## config.mk

```make
export PLATFORM = sky130hd
export DESIGN_NAME = frame_stream_source
export DESIGN_NICKNAME = d
export VERILOG_FILES = /design/src/rtl/video_pkg.sv /design/src/rtl/stream_fifo2.sv /design/src/rtl/frame_stream_source.sv
export SDC_FILE = /design/constraint.sdc
export NUM_CORES = 1
export LEC_CHECK = 0
export BUFFER_PORTS_ARGS = -buffer_cell sky130_fd_sc_hd__buf_4
export CORE_AREA = 4 4 77 79
export CTS_CLUSTER_DIAMETER = 30
export CTS_CLUSTER_SIZE = 40
export DETAILED_ROUTE_END_ITERATION = 8
export DIE_AREA = 0 0 81 83
export HOLD_SLACK_MARGIN = 0.02
export PLACE_DENSITY = 0.82
export SLEW_MARGIN = 20
export SYNTH_ARGS = -nofsm -noshare
export SYNTH_HDL_FRONTEND = slang
export SYNTH_SLANG_ARGS = --single-unit
export TNS_END_PERCENT = 30
```

## constraint.sdc

```tcl
create_clock -name clk -period 3.78 [get_ports clk]
set_input_delay 0.189 -clock clk [delete_from_list [all_inputs] [get_ports clk]]
set_output_delay 0.189 -clock clk [all_outputs]
set_load 0.03 [all_outputs]
```

## src/rtl/video_pkg.sv

```systemverilog
// Shared pixel-stream types for the video pipeline: frame geometry,
// RGB444 pixel layout, stream beat format and source FSM states.
package video_pkg;

    localparam int unsigned IMG_WIDTH        = 320;
    localparam int unsigned IMG_HEIGHT       = 240;
    localparam int unsigned PIXELS_PER_FRAME = IMG_WIDTH * IMG_HEIGHT;

    typedef logic [11:0] pixel_t;

    typedef struct packed {
        logic [3:0] r;
        logic [3:0] g;
        logic [3:0] b;
    } rgb444_t;

    // One stream beat: pixel plus its packet framing flags.
    typedef struct packed {
        pixel_t data;
        logic   sop;
        logic   eop;
    } beat_t;

    typedef enum logic [1:0] {
        ST_IDLE,
        ST_STREAM,
        ST_DRAIN
    } stream_state_t;

    function automatic rgb444_t unpack_rgb(input pixel_t p);
        return rgb444_t'(p);
    endfunction

endpackage

```

## src/rtl/stream_fifo2.sv

```systemverilog
// Two-entry FIFO of stream beats. Head beat is visible combinationally
// from storage; flush empties it in one cycle and overrides push/pop.
module stream_fifo2
    import video_pkg::*;
(
    input  logic       clk,
    input  logic       reset,
    input  logic       push,
    input  beat_t      push_beat,
    input  logic       pop,
    input  logic       flush,
    output beat_t      head_beat,
    output logic [1:0] count
);

    beat_t      slot_q [2];
    beat_t      slot_d [2];
    logic       rd_ptr_q, rd_ptr_d;
    logic       wr_ptr_q, wr_ptr_d;
    logic [1:0] count_q,  count_d;

    // Next-state for storage, pointers and occupancy.
    always_comb begin
        slot_d   = slot_q;
        rd_ptr_d = rd_ptr_q;
        wr_ptr_d = wr_ptr_q;
        count_d  = count_q;
        if (flush) begin
            rd_ptr_d = 1'b0;
            wr_ptr_d = 1'b0;
            count_d  = '0;
        end else begin
            if (push) begin
                slot_d[wr_ptr_q] = push_beat;
                wr_ptr_d         = ~wr_ptr_q;
            end
            if (pop) begin
                rd_ptr_d = ~rd_ptr_q;
            end
            count_d = count_q + {1'b0, push} - {1'b0, pop};
        end
    end

    // State registers, cleared to an empty FIFO on reset.
    always_ff @(posedge clk or posedge reset) begin
        if (reset) begin
            slot_q[0] <= '0;
            slot_q[1] <= '0;
            rd_ptr_q  <= 1'b0;
            wr_ptr_q  <= 1'b0;
            count_q   <= '0;
        end else begin
            slot_q[0] <= slot_d[0];
            slot_q[1] <= slot_d[1];
            rd_ptr_q  <= rd_ptr_d;
            wr_ptr_q  <= wr_ptr_d;
            count_q   <= count_d;
        end
    end

    assign head_beat = slot_q[rd_ptr_q];
    assign count     = count_q;

endmodule

```

## src/rtl/frame_stream_source.sv

```systemverilog
// Frame stream source: reads a stored frame from a 1-cycle-latency pixel
// memory and emits it as a ready/valid packet stream with sop/eop framing.
module frame_stream_source #(
    parameter int unsigned IMG_WIDTH  = video_pkg::IMG_WIDTH,
    parameter int unsigned IMG_HEIGHT = video_pkg::IMG_HEIGHT,
    parameter int unsigned DATA_W     = 12,
    parameter int unsigned ADDR_W     = 17
) (
    input  logic              clk,
    input  logic              reset,
    input  logic              start,
    input  logic              continuous,
    output logic              rd_en,
    output logic [ADDR_W-1:0] rd_addr,
    input  logic [DATA_W-1:0] rd_data,
    input  logic              ready_in,
    output logic              valid_out,
    output logic              startofpacket_out,
    output logic              endofpacket_out,
    output logic [DATA_W-1:0] data_out,
    output logic              busy,
    output logic              frame_done
);
    import video_pkg::*;

    localparam int unsigned       NUM_PIXELS = IMG_WIDTH * IMG_HEIGHT;
    localparam logic [ADDR_W-1:0] LAST_IDX   = ADDR_W'(NUM_PIXELS - 1);

    stream_state_t     state_q,      state_d;
    logic [ADDR_W-1:0] idx_q,        idx_d;
    logic              inflight_q,   inflight_d;
    logic              infl_sop_q,   infl_sop_d;
    logic              infl_eop_q,   infl_eop_d;
    logic              frame_done_q, frame_done_d;

    logic       fifo_push;
    logic       fifo_pop;
    logic       fifo_flush;
    beat_t      push_beat;
    beat_t      head_beat;
    logic [1:0] fifo_count;
    logic       eop_pop;
    logic       abort_prefetch;
    logic [2:0] level;
    logic       room;
    logic       issue;

    stream_fifo2 u_fifo (
        .clk       (clk),
        .reset     (reset),
        .push      (fifo_push),
        .push_beat (push_beat),
        .pop       (fifo_pop),
        .flush     (fifo_flush),
        .head_beat (head_beat),
        .count     (fifo_count)
    );

    // Read issue, FIFO control and next-state for FSM, index and in-flight tracking.
    // In continuous mode the next frame is prefetched straight after the last
    // read; if continuous turns out low when the eop beat leaves, those
    // prefetched beats (FIFO and in-flight) are discarded and the FSM idles.
    always_comb begin
        fifo_pop       = (fifo_count != 2'd0) && ready_in;
        eop_pop        = fifo_pop && head_beat.eop;
        abort_prefetch = eop_pop && !continuous;
        level          = {1'b0, fifo_count} + {2'b00, inflight_q};
        room           = fifo_pop ? (level < 3'd3) : (level < 3'd2);
        issue          = (state_q == ST_STREAM) && room && !abort_prefetch;
        fifo_push      = inflight_q && !abort_prefetch;
        fifo_flush     = abort_prefetch;
        push_beat      = '{data: pixel_t'(rd_data), sop: infl_sop_q, eop: infl_eop_q};

        state_d      = state_q;
        idx_d        = idx_q;
        inflight_d   = 1'b0;
        infl_sop_d   = infl_sop_q;
        infl_eop_d   = infl_eop_q;
        frame_done_d = eop_pop;

        if (issue) begin
            inflight_d = 1'b1;
            infl_sop_d = (idx_q == '0);
            infl_eop_d = (idx_q == LAST_IDX);
            if (idx_q == LAST_IDX) begin
                idx_d = '0;
                if (!continuous) begin
                    state_d = ST_DRAIN;
                end
            end else begin
                idx_d = idx_q + ADDR_W'(1);
            end
        end

        case (state_q)
            ST_IDLE: begin
                if (start) begin
                    state_d = ST_STREAM;
                end
            end
            ST_STREAM, ST_DRAIN: begin
                if (eop_pop) begin
                    if (continuous) begin
                        state_d = ST_STREAM;
                    end else begin
                        state_d    = ST_IDLE;
                        idx_d      = '0;
                        inflight_d = 1'b0;
                    end
                end
            end
            default: state_d = ST_IDLE;
        endcase
    end

    // FSM, read index and in-flight registers; reset drops any pending read.
    always_ff @(posedge clk or posedge reset) begin
        if (reset) begin
            state_q      <= ST_IDLE;
            idx_q        <= '0;
            inflight_q   <= 1'b0;
            infl_sop_q   <= 1'b0;
            infl_eop_q   <= 1'b0;
            frame_done_q <= 1'b0;
        end else begin
            state_q      <= state_d;
            idx_q        <= idx_d;
            inflight_q   <= inflight_d;
            infl_sop_q   <= infl_sop_d;
            infl_eop_q   <= infl_eop_d;
            frame_done_q <= frame_done_d;
        end
    end

    assign rd_en             = issue;
    assign rd_addr           = idx_q;
    assign valid_out         = (fifo_count != 2'd0);
    assign data_out          = valid_out ? DATA_W'(head_beat.data) : '0;
    assign startofpacket_out = valid_out && head_beat.sop;
    assign endofpacket_out   = valid_out && head_beat.eop;
    assign busy              = (state_q != ST_IDLE);
    assign frame_done        = frame_done_q;

endmodule

```

==> summary.txt, run 1 <==
Setup path
  • Worst Path Class, Setup: flip-flop to output pin
  • CP peak stage delay: 0.61 ns
  • Crit start category: flip-flop
  • Slowest cell on the critical path: and2_1
  • RR Startpoint: u_fifo.count[0]
  • WP data required: 3.59 ns
  • Crit path DAT: 2.47 ns
  • CP endpoint kind: output pin
  • Critical path, cell by cell: ha_1 > inv_1 > ha_1 > nand2_1 > o2111ai_4 > and2_1 > inv_1 > buf_4
  • Crit. Startpoint: u_fifo.count[0]
  • Max FO, Critical Path: 19

Finish
  • Layout area overhead: 16.60%
  • Nets: 353
  • Antenna Cells: 0
  • Design area: 3551 um^2
  • Non-Filler Instances: 399
  • Share of post-route cells with drive strength above 1: 0.3242

Synthesis
  • Main combinational cell family by area after synthesis: simple AND/OR/NAND/NOR gates
  • Top_reg_cell synth: dfrtp_1
  • Post-Synth XOR/XNOR Area: 0.02588
  • Post-synth EDFFs: 0
  • Adder-Cell Fraction of Synth Area: 0.04108
  • Compound-Gate Fraction of Synth Area: 0.09039
  • Sequential fraction of the synthesis area: 0.4519
  • Ys async rst share: 1.000
  • Syn Std Cell Area: 3045 um^2
  • Synth Net Count: 305
  • Synth Area per Inst: 10.95 um^2
  • Synth Warn #: 0
  • Yosys cell types: 53
  • Simple logic cell fraction of the synthesized area: 0.1800
  • Flops & latches, synth: 55
  • Syn Inst Count: 278
  • Mux cell area share after synthesis: 0.1635

Clock network
  • CTS tree: yes
  • Clock sinks: 55
  • Clock buffer depth: 2
  • Root Driver: clkbuf_8
  • Setup Fix Bufs, Post-CTS: 0
  • Resize count post-CTS: 0
  • Clock Latency Late Sink: 0.32 ns
  • # hold bufs at CTS: 1
  • CTS Buf Count: 5
  • CTS clk-pin slew, worst paths: 0.11 ns
  • Htree depth: 2

Floorplan
  • Die area: 6723 um^2
  • Starting Density: 0.5706
  • # IOs: 52
  • Die width: 81 um
  • Die Y-Extent: 83 um
  • CORE AREA: 5338 um^2
  • Row cnt: 27

Outcome
  • Outcome: finished, final reports clean

Global route
  • GR Overflow Total: 0
  • First-pass GRT wire length: 10920 um
  • Largest net degree at the start of global routing: 56
  • GRT Overall Usage: 0.2052
  • Number of global-route vias before repair: 2312
  • Initial antenna violation count: 0

Placement
  • Routability cong.: 0.8810
  • Placed Instances: 390
  • IO Port Bufs: 51
  • Cell Area, Placed: 3445 um^2
  • DP Worst Slack: 1.476 ns
  • Detailed placement HPWL: 4706 um

Detailed routing
  • Routed Antenna Nets: 0
  • Routed WL: 6618 um
  • DRC Markers: 0
  • Vias: 2324
  • First-pass DRT Iterations: 6
  • Average wire per standard cell: 16.59 um
  • Vias/cell: 5.825
  • Number of DRC markers in iteration 0: 97

Timing
  • Clock Skew: 0.01153 ns
  • Period minus WS final: 2.658 ns
  • Worst Tran Pin Value: 1.079 ns
  • Post-Route Setup TNS: 0 ns
  • Final hold vios: 0
  • Max Fclk: 376.2 MHz
  • Final slew viol count: 0
  • Period utilisation layout: 0.7032
  • Slew HR: 0.2781
  • RSZ-0062 raised after global routing: false
  • Final WS setup: 1.122 ns
  • Final setup viols: 0

Power
  • Pleak: 0.001639 uW
  • Internal power: 1516 uW
  • Pwr per Cell Area: 768.6 nW/um^2
  • Switching Fraction: 0.4444
  • Maximum vdd ir drop: 0.3447 mV
  • Combinational share of power: 0.523
  • Clk pwr share: 0.127
  • NetSw: 1213 uW
  • Sequential power share: 0.349

Hold path
  • Worst Hold Class: input port to flip-flop
  • HP Start: rd_data[5]

Flow run
  • Max-cap violations: 0
power by group through the flow:
stage                     clock network (uW)  logic [uW]  registers (uW)
after global routing                     385        1550             976
after CTS                                359        1440             952
after global placement                     0        1410             947
after floorplan                            0        1080             946
final                                    347        1430             954
after detailed placement                   0        1440             962
routing by layer:
| layer | GRT usage | routed length [um] | vias to the layer above | part of all wire |
|---|---|---|---|---|
| li1 | - | - | 1085 | - |
| met1 | 0.2763 | 2764 | 1135 | 0.42 |
| met2 | 0.3241 | 3284 | 88 | 0.50 |
| met3 | 0.02820 | 394 | 16 | 0.060 |
| met4 | 0.09524 | 175 | 0 | 0.026 |
| met5 | 0 | 0 | - | 0 |
flip-flops by register name, indices dropped and copies added (netlist names):
register         count
u_fifo.slot_q       28
rd_addr             17
state_q              2
u_fifo.count         2
frame_done           1
infl_eop_q           1
infl_sop_q           1
inflight_q           1
u_fifo.rd_ptr_q      1
u_fifo.wr_ptr_q      1
cells in the mapped netlist, types with 4 or more instances:
cell type | n | area (um^2)
nand2_1 | 12 | 45.04
clkbuf_1 | 5 | 18.77
a21oi_1 | 11 | 55.05
nor2_1 | 32 | 120.1
nand3_1 | 9 | 45.04
mux2i_1 | 16 | 160.2
buf_6 | 4 | 45.04
mux2_2 | 28 | 315.3
dfrtp_1 | 55 | 1376
o21ai_0 | 10 | 50.05
nor4_1 | 5 | 31.28
xnor2_1 | 9 | 78.83
nand4_1 | 7 | 43.79
inv_1 | 16 | 60.06
ha_1 | 10 | 125.1
per-stage QoR:
stage / util / hold WS [ns] / total power (uW)
6_report: 0.6653 / 0.1083 / 2729
4_1_cts: 0.6653 / 0.09962 / 2754
3_3_place_gp: 0.6449 / 0.4332 / 2355
3_5_place_dp: 0.6453 / 0.3495 / 2403
2_1_floorplan: - / 0.3395 / 2024
5_1_grt: 0.6653 / 0.09630 / 2908
layout by cell type, fill, tap and decap left out, types with 2 or more instances in the layout:
cell       n
a211oi_1   3
a21o_1     2
a21oi_1   11
a31oi_1    2
buf_4     52
clkbuf_8   5
dfrtp_1   55
ha_1      10
inv_1     15
mux2_2    28
mux2i_1   16
nand2_1   12
nand3_1    9
nand4_1    7
nor2_1    32
nor2b_1    3
nor3_1     3
nor4_1     5
nor4b_1    2
o21ai_0   10
or3_1      2
xnor2_1    9
layout make-up:
cell class,count,area (um^2)
sequential,55,1376
clock buffer,5,68.82
tap,72,90.09
timing repair buffer,53,400.4
inverter,16,62.56
clock inverter,3,27.53
fill,453,1787
multi-input combinational,195,1525
kinds of logic (layout without fill, tap and decap cells):
kind of cell | Yosys count | count (layout)
buffers and inverters | 28 | 77
and+or+nand+nor | 94 | 94
AOI/OAI and AO/OA | 37 | 37
adders and majority gates | 10 | 10
muxes | 45 | 45
DFF | 55 | 55
xor gates and xnor gates | 9 | 9
worst paths after layout:
| kind | end | slack [ns] | depth (start not counted) |
|---|---|---|---|
| worst max register to register | rd_addr[9] | 1.41 | 7 |
| worst max-delay path | rd_en | 1.12 | 8 |
| worst min register to register | u_fifo.slot_q[25] | 0.51 | 1 |
| min in group asynchronous | rd_addr[7] | 0.54 | 3 |
| worst min-delay path | u_fifo.slot_q[7] | 0.11 | 2 |
| max in group asynchronous | state_q[1] | 2.80 | 3 |
critical path, delay by kind of cell, from the launching register on:
kind	cells	cell delay (ns)
adders and majority gates	2	0.46
DFF	1	0.43
AOI/OAI and AO/OA	1	0.17
and+or+nand+nor	2	0.68
buffers and inverters	3	0.41
Note: power is estimated with default switching activity, not from simulation.
==> run 2, diff against run 1 <==
- ABC_AREA: unset -> 1
- CORE_AREA: 4 4 77 79 -> 4 4 81 83
- DIE_AREA: 0 0 81 83 -> 0 0 85 87
- PLACE_DENSITY: 0.82 -> 0.75
- clock period: 3.78 -> 2.2 ns (I/O delays scaled with it)
==> run 2 against run 1 <==
Against the previous run:
- hold slack got worse by 0.053 ns
- clock skew increased by 0.0014 ns
- count of clock-buffer cells in the layout increased by 1
- sequential cell count unchanged
- wire length decreased by 4.8%
- register-to-register slack got worse by 1.2 ns
- setup slack got worse by 0.98 ns
- critical path depth increased by 2
- largest cell class is now registers
- highest routed layer unchanged
==> summary.txt, run 2 <==
Detailed routing
  • WL met3: 422 um (+7.1%)
  • Wl on met1: 2810 um (+1.7%)
  • Routed Antenna Nets: 0 (unchanged)
  • DR WL met2: 2994 um (-8.8%)
  • Vias: 2515 (+8.2%)
  • First-pass DRT Iterations: 5 (-1)
  • Highest routed metal layer: met4
  • Number of DRC markers in iteration 0: 110 (+13%)
  • Vias/cell: 5.071 (-13%)
  • Routed WL: 6301 um (-4.8%)
  • Average wire per standard cell: 12.70 um (-23%)
  • DRC Markers: 0 (unchanged)

Synthesis
  • Post-Synth XOR/XNOR Area: 0.01518 (-0.01070)
  • Dominant cell type by area after synthesis: dfrtp_1
  • Adder-Cell Fraction of Synth Area: 0.04338 (+0.002299)
  • Cell with the most instances after synthesis: nand2_1
  • Main combinational cell family by area after synthesis: simple AND/OR/NAND/NOR gates
  • Flops & latches, synth: 55 (unchanged)
  • Synth Area per Inst: 7.989 um^2 (-27%)
  • Largest cells by area after synthesis: dfrtp_1, nand2_1, inv_1, a21oi_1, ha_1
  • Post-synth EDFFs: 0 (unchanged)
  • Synth Net Count: 388 (+27%)
  • Share of the synthesized area in the top cell type: 0.4772 (+0.02529)
  • Mux cell area share after synthesis: 0 (-0.1635)
  • Syn Inst Count: 361 (+30%)
  • Syn Std Cell Area: 2884 um^2 (-5.3%)
  • Yosys cell types: 30 (-43%)
  • Sequential fraction of the synthesis area: 0.4772 (+0.02529)
  • Ys async rst share: 1.000 (unchanged)
  • Top_reg_cell synth: dfrtp_1
  • Synth cell count leaders: nand2_1, dfrtp_1, inv_1
  • Simple logic cell fraction of the synthesized area: 0.2373 (+0.05736)
  • Synth Warn #: 0 (unchanged)
  • Compound-Gate Fraction of Synth Area: 0.1319 (+0.04150)

Setup path
  • Worst Path Class, Setup: flip-flop to output pin
  • Max FO, Critical Path: 7 (-12)
  • End point of the critical path: rd_en
  • Crit path DAT: 1.94 ns (-0.53 ns)
  • RR Startpoint: inflight_q
  • Worst R2R End: rd_addr[11]
  • Setup slack, reg-to-reg: 0.20 ns (-1.21 ns)
  • CP endpoint kind: output pin
  • WP data required: 2.09 ns (-1.50 ns)
  • Crit. Startpoint: inflight_q
  • Crit start category: flip-flop
  • Reg2Reg Depth: 12 (+5)

Finish
  • Commonest cells after routing, fill and taps aside: nand2_1, buf_4, dfrtp_1, inv_1, a21oi_1
  • Fin util: 0.6029 (-0.06239)
  • Fillers: 513 (+13%)
  • Antenna Cells: 0 (unchanged)
  • Max FFs per register: 28 (unchanged)
  • Nets: 447 (+27%)
  • Most flop-heavy register: u_fifo.slot_q
  • Share of post-route cells with drive strength above 1: 0.2114 (-0.1128)
  • Layout area overhead: 22.30%
  • Commonest non-fill, non-tap cell in the layout: nand2_1

Timing
  • Max Fclk: 486.9 MHz
  • Final slew viol count: 0 (unchanged)
  • Final hold vios: 0 (unchanged)
  • Period utilisation layout: 0.9335
  • Slew HR: 0.6555 (+0.3774)
  • Worst Hold Margin: 0.05542 ns (-0.05291 ns)
  • RSZ-0062 raised after global routing: false
  • Clock Skew: 0.01290 ns (+0.001369 ns)
  • Worst Tran Pin Value: 0.5120 ns (-0.5669 ns)
  • Final setup viols: 0 (unchanged)
  • Period minus WS final: 2.054 ns
  • Post-Route Setup TNS: 0 ns (unchanged)

Floorplan
  • # IOs: 52 (unchanged)
  • Starting Density: 0.4929 (-0.07762)
  • Die width: 85 um (+4.9%)
  • Die area: 7395 um^2 (+10%)
  • Die Y-Extent: 87 um (+4.8%)
  • Row cnt: 28 (+3.7%)
  • CORE AREA: 5851 um^2 (+9.6%)

Power
  • Maximum vdd ir drop: 0.7978 mV (+130%)
  • Pwr per Cell Area: 1536 nW/um^2 (+100%)
  • Pleak: 0.001827 uW (+11%)

Clock network
  • Clock buffer depth: 2 (unchanged)
  • Root Driver: clkbuf_8
  • Clock Latency Late Sink: 0.31 ns (about the same)
  • CTS tree: yes
  • CTS Buf Count: 5 (unchanged)
  • CTS clk-pin slew, worst paths: 0.10 ns (about the same)
  • Clock sinks: 55 (unchanged)
  • Htree depth: 2 (unchanged)

Global route
  • Largest net degree at the start of global routing: 29 (-48%)
  • Number of global-route vias before repair: 2420 (+4.7%)
  • GRT Overall Usage: 0.1810 (-0.02420)
  • First-pass GRT wire length: 10940 um (+0.26%)
  • Initial antenna violation count: 0 (unchanged)
  • GR Overflow Total: 0 (unchanged)

Placement
  • Detailed placement HPWL: 4558 um (-3.2%)
  • Routability cong.: 0.8970 (+1.8%)
  • IO Port Bufs: 51 (unchanged)

Outcome
  • Outcome: finished, final reports clean

Hold path
  • Worst Hold Class: input port to flip-flop

Flow run
  • Max-cap violations: 0 (unchanged)
## run 2: cell count changes in the layout (fill, tap and decap cells not counted), sizes merged, moves of 15 or more
cell,delta
a21oi,+15
mux2i,-17
o21ai,+30
mux2,-28
nand2,+86
inv,+39
## run 2: cell families after synthesis
family / after synthesis
AND/OR/NAND/NOR: 154
AO/OA/AOI/OAI: 70
buffers and inverters: 67
flip-flops: 55
adder cells (fa/ha/maj): 10
XOR/XNOR: 5
## run 2: layer usage
layer	global-route usage	vias to the layer above
met4	0.06187	0
li1	-	1265
met1	0.2441	1155
met3	0.03027	8
met2	0.2966	87
met5	0	-
## run 2: power breakdown
part | total [uW] | internal [uW] | leakage (uW) | switching, uW
clock network | 708 | 375 | 0.0000618 | 333
logic | 2980 | 1090 | 0.00107 | 1890
registers | 1740 | 1420 | 0.000699 | 315
total | 5420 | 2880 | 0.00183 | 2540
## run 2: timing repair
action / 4_1_cts / 5_1_grt
hold buffers: 1 / 0
buffers inserted: 0 / 4
endpoints found under the hold margin: 23 / 0
setup endpoints to repair: 1 / 1
resized for setup: 1 / 2
## run 2: how the worst min path moves through the flow
stage               start           endpoint  slack, ns  cells past startpoint
4_1_cts        rd_data[0]  u_fifo.slot_q[16]       0.05                      3
2_1_floorplan  rd_data[0]  u_fifo.slot_q[16]       0.26                      2
3_5_place_dp        reset   u_fifo.slot_q[9]       0.18                      2
3_3_place_gp        reset  u_fifo.slot_q[23]       0.18                      2
5_1_grt        rd_data[0]  u_fifo.slot_q[16]       0.05                      3
6_report       rd_data[0]  u_fifo.slot_q[16]       0.06                      3
## run 2: per-stage QoR
step	setup WS (ns)	cell area (um^2)	total power, uW	cells
global route	0.03010	3527	5840	496
finish	0.1464	3527	5419	496
global placement	0.2035	3361	4578	483
floorplan	0.3391	2884	3723	361
CTS	0.04237	3495	5372	492
detailed placement	0.1600	3361	4639	483
## run 2: area by class of cell
type	count	area, um^2	share of cell area
clock inverter	2	38.79	0.01100
inverter	57	221.5	0.06279
clock buffer	6	82.58	0.02341
multi-input combinational	239	1234	0.3498
tap	75	93.84	0.02661
sequential	55	1376	0.3902
timing repair buffer	62	480.5	0.1362
## run 2: worst max-delay path: stages, from the launching register on
cell      delay, ns
dfrtp_1        0.40
ha_1           0.22
inv_1          0.06
ha_1           0.21
a21oi_1        0.12
nor2_1         0.07
nor2_2         0.13
nand2_2        0.09
clkinv_4       0.08
buf_4          0.11
buf_4          0.15
==> run 3, diff against run 2 <==
- SETUP_SLACK_MARGIN: unset -> 0.5
==> run 3 against run 2 <==
Against the previous run:
- core utilization rose by 5.1 points
- sequential share of layout area fell by 3.0 points
- clock power rose by 13%
- sequential cell count did not move
- non-clock buffer count rose by 8
- count of clock-buffer cells in the layout fell by 1
==> summary.txt, run 3 (synthesis gave the netlist of run 2 again) <==
Outcome
  • Outcome: finished, final reports clean

Detailed routing
  • Average wire per standard cell: 14.30 um (+13%)
  • First-pass DRT Iterations: 4 (-1)
  • Routed Antenna Nets: 0 (unchanged)
  • Vias: 2619 (+4.1%)
  • Routed WL: 7207 um (+14%)
  • Vias/cell: 5.196 (+2.5%)
  • DRC Markers: 0 (unchanged)
  • Number of DRC markers in iteration 0: 132 (+20%)

Global route
  • Largest net degree at the start of global routing: 29 (unchanged)
  • First-pass GRT wire length: 11760 um (+7.5%)
  • Initial antenna violation count: 0 (unchanged)
  • Number of global-route vias before repair: 2572 (+6.3%)
  • GR Overflow Total: 0 (unchanged)
  • GRT Overall Usage: 0.1954 (+0.01443)

Setup path
  • Crit path DAT: 2.22 ns (+0.28 ns)
  • RR Startpoint: u_fifo.count[0]
  • Worst R2R End: rd_addr[16]
  • Crit start category: flip-flop
  • Worst Path Class, Setup: flip-flop to flip-flop
  • WP data required: 2.41 ns (+0.32 ns)
  • End point of the critical path: rd_addr[16]
  • Crit. Startpoint: u_fifo.count[0]
  • CP endpoint kind: flip-flop
  • Reg2Reg Depth: 12 (unchanged)
  • Setup slack, reg-to-reg: 0.19 ns (about the same)
  • Max FO, Critical Path: 8 (+1)

Finish
  • Fin util: 0.6542 (+0.05133)
  • Commonest cells after routing, fill and taps aside: nand2_1, buf_4, dfrtp_1, inv_1, a21oi_1
  • Non-Filler Instances: 504 (+1.6%)
  • Layout area overhead: 32.71%
  • Share of post-route cells with drive strength above 1: 0.3030 (+0.09163)
  • Commonest non-fill, non-tap cell in the layout: nand2_1
  • Nets: 455 (+1.8%)
  • Most flop-heavy register: u_fifo.slot_q
  • Max FFs per register: 28 (unchanged)
  • Fillers: 493 (-3.9%)
  • Design area: 3827 um^2 (+8.5%)
  • Antenna Cells: 0 (unchanged)

Power
  • NetSw: 2768 uW (+9.1%)
  • Pleak: 0.001905 uW (+4.3%)
  • Clk pwr share: 0.136 (+0.005)
  • Internal power: 3111 uW (+7.9%)
  • Sequential power share: 0.299 (-0.021)
  • Switching Fraction: 0.4708 (+0.002678)
  • Pwr per Cell Area: 1536 nW/um^2 (about the same)
  • Maximum vdd ir drop: 0.9720 mV (+22%)
  • Final Power: 5879 uW (+8.5%)
  • Combinational share of power: 0.564 (+0.015)

Hold path
  • Worst Hold Class: input port to flip-flop

Placement
  • Routability cong.: 0.8817 (-1.7%)
  • Detailed placement HPWL: 4694 um (+3.0%)
  • Cell Area, Placed: 3353 um^2 (-0.22%)
  • Placed Instances: 482 (-0.21%)
  • IO Port Bufs: 51 (unchanged)

Timing
  • Period minus WS final: 2.010 ns (-0.04383 ns)
  • Period utilisation layout: 0.9135 (-0.01992)
  • Final slew viol count: 0 (unchanged)
  • Post-Route Setup TNS: 0 ns (unchanged)
  • Max Fclk: 497.6 MHz (+2.2%)
  • Clock Skew: 0.007633 ns (-0.005269 ns)
  • Worst Tran Pin Value: 0.5377 ns (+0.02566 ns)
  • Final setup viols: 0 (unchanged)
  • Slew HR: 0.6383 (-0.01727)
  • Final hold vios: 0 (unchanged)
  • RSZ-0062 raised after global routing: true

Floorplan
  • Starting Density: 0.4929 (unchanged)
  • Die area: 7395 um^2 (unchanged)
  • CORE AREA: 5851 um^2 (unchanged)
  • # IOs: 52 (unchanged)
  • Die width: 85 um (unchanged)
  • Row cnt: 28 (unchanged)
  • Die Y-Extent: 87 um (unchanged)

Flow run
  • Max-cap violations: 0 (unchanged)

Clock network
  • CTS Buf Count: 5 (unchanged)
  • Clock Latency Late Sink: 0.32 ns (about the same)
  • Clock buffer depth: 2 (unchanged)
  • CTS clk-pin slew, worst paths: 0.10 ns (about the same)
  • Clock sinks: 55 (unchanged)
  • CTS tree: yes
  • Root Driver: clkbuf_8
  • Htree depth: 2 (unchanged)
## run 3: metrics by stage
step | setup slack [ns] | hold WS (ns)
after floorplan | 0.4085 | 0.2576
after global placement | 0.2578 | 0.1459
after detailed placement | 0.1882 | 0.1505
after CTS | 0.2696 | 0.04607
after global routing | 0.1052 | 0.04204
final | 0.1902 | 0.04343
## run 3: worst min-delay path by stage
stage | start | endpoint | cells after the start
after floorplan | rd_data[0] | u_fifo.slot_q[16] | 2
after global placement | reset | rd_addr[15] | 2
after detailed placement | reset | rd_addr[15] | 2
after CTS | rd_data[0] | u_fifo.slot_q[16] | 3
after global routing | rd_data[0] | u_fifo.slot_q[16] | 3
final | rd_data[0] | u_fifo.slot_q[16] | 3
## run 3: critical path: stages (launching register included)
cell and delay (ns):
dfrtp_1 0.38, ha_2 0.21, inv_2 0.05, ha_4 0.25, a21oi_2 0.04, nor2_1 0.12
nor2_2 0.06, nand2_2 0.15, clkinv_4 0.13, buf_4 0.17, nand2_1 0.08, xor2_1 0.20
nor2_1 0.07
## run 3: layout make-up
| cell class | instances | area (um^2) | area share |
|---|---|---|---|
| well taps | 75 | 93.84 | 0.02452 |
| flip-flops and latches | 55 | 1378 | 0.3599 |
| inverters | 57 | 231.5 | 0.06048 |
| multi-input cells | 239 | 1429 | 0.3733 |
| clock inverters | 3 | 67.56 | 0.01765 |
| clock buffers | 5 | 68.82 | 0.01798 |
| repair buffers | 70 | 559.3 | 0.1461 |
## run 3: metal layers
| layer | wire length, um | vias to the layer above | GRT usage |
|---|---|---|---|
| met1 | 3069 | 1233 | 0.2518 |
| met5 | 0 | - | 0 |
| li1 | - | 1283 | - |
| met3 | 399 | 9 | 0.03690 |
| met2 | 3667 | 94 | 0.3355 |
| met4 | 70 | 0 | 0.05755 |
## run 3: power groups by stage
stage | Sequential [uW] | Combinational (uW) | Clock (uW)
global route | 1820 | 3650 | 848
CTS | 1740 | 3140 | 809
finish | 1760 | 3320 | 801
global placement | 1740 | 2800 | 0
floorplan | 1910 | 1880 | 0
detailed placement | 1760 | 2850 | 0
## run 3: repair_timing
action,CTS,global route
cloned,0,0
pin swaps,7,6
setup buffers,7,6
endpoints found under the hold margin,18,0
resized for setup,28,27
endpoints found under the setup margin,60,65
hold buffers,1,0
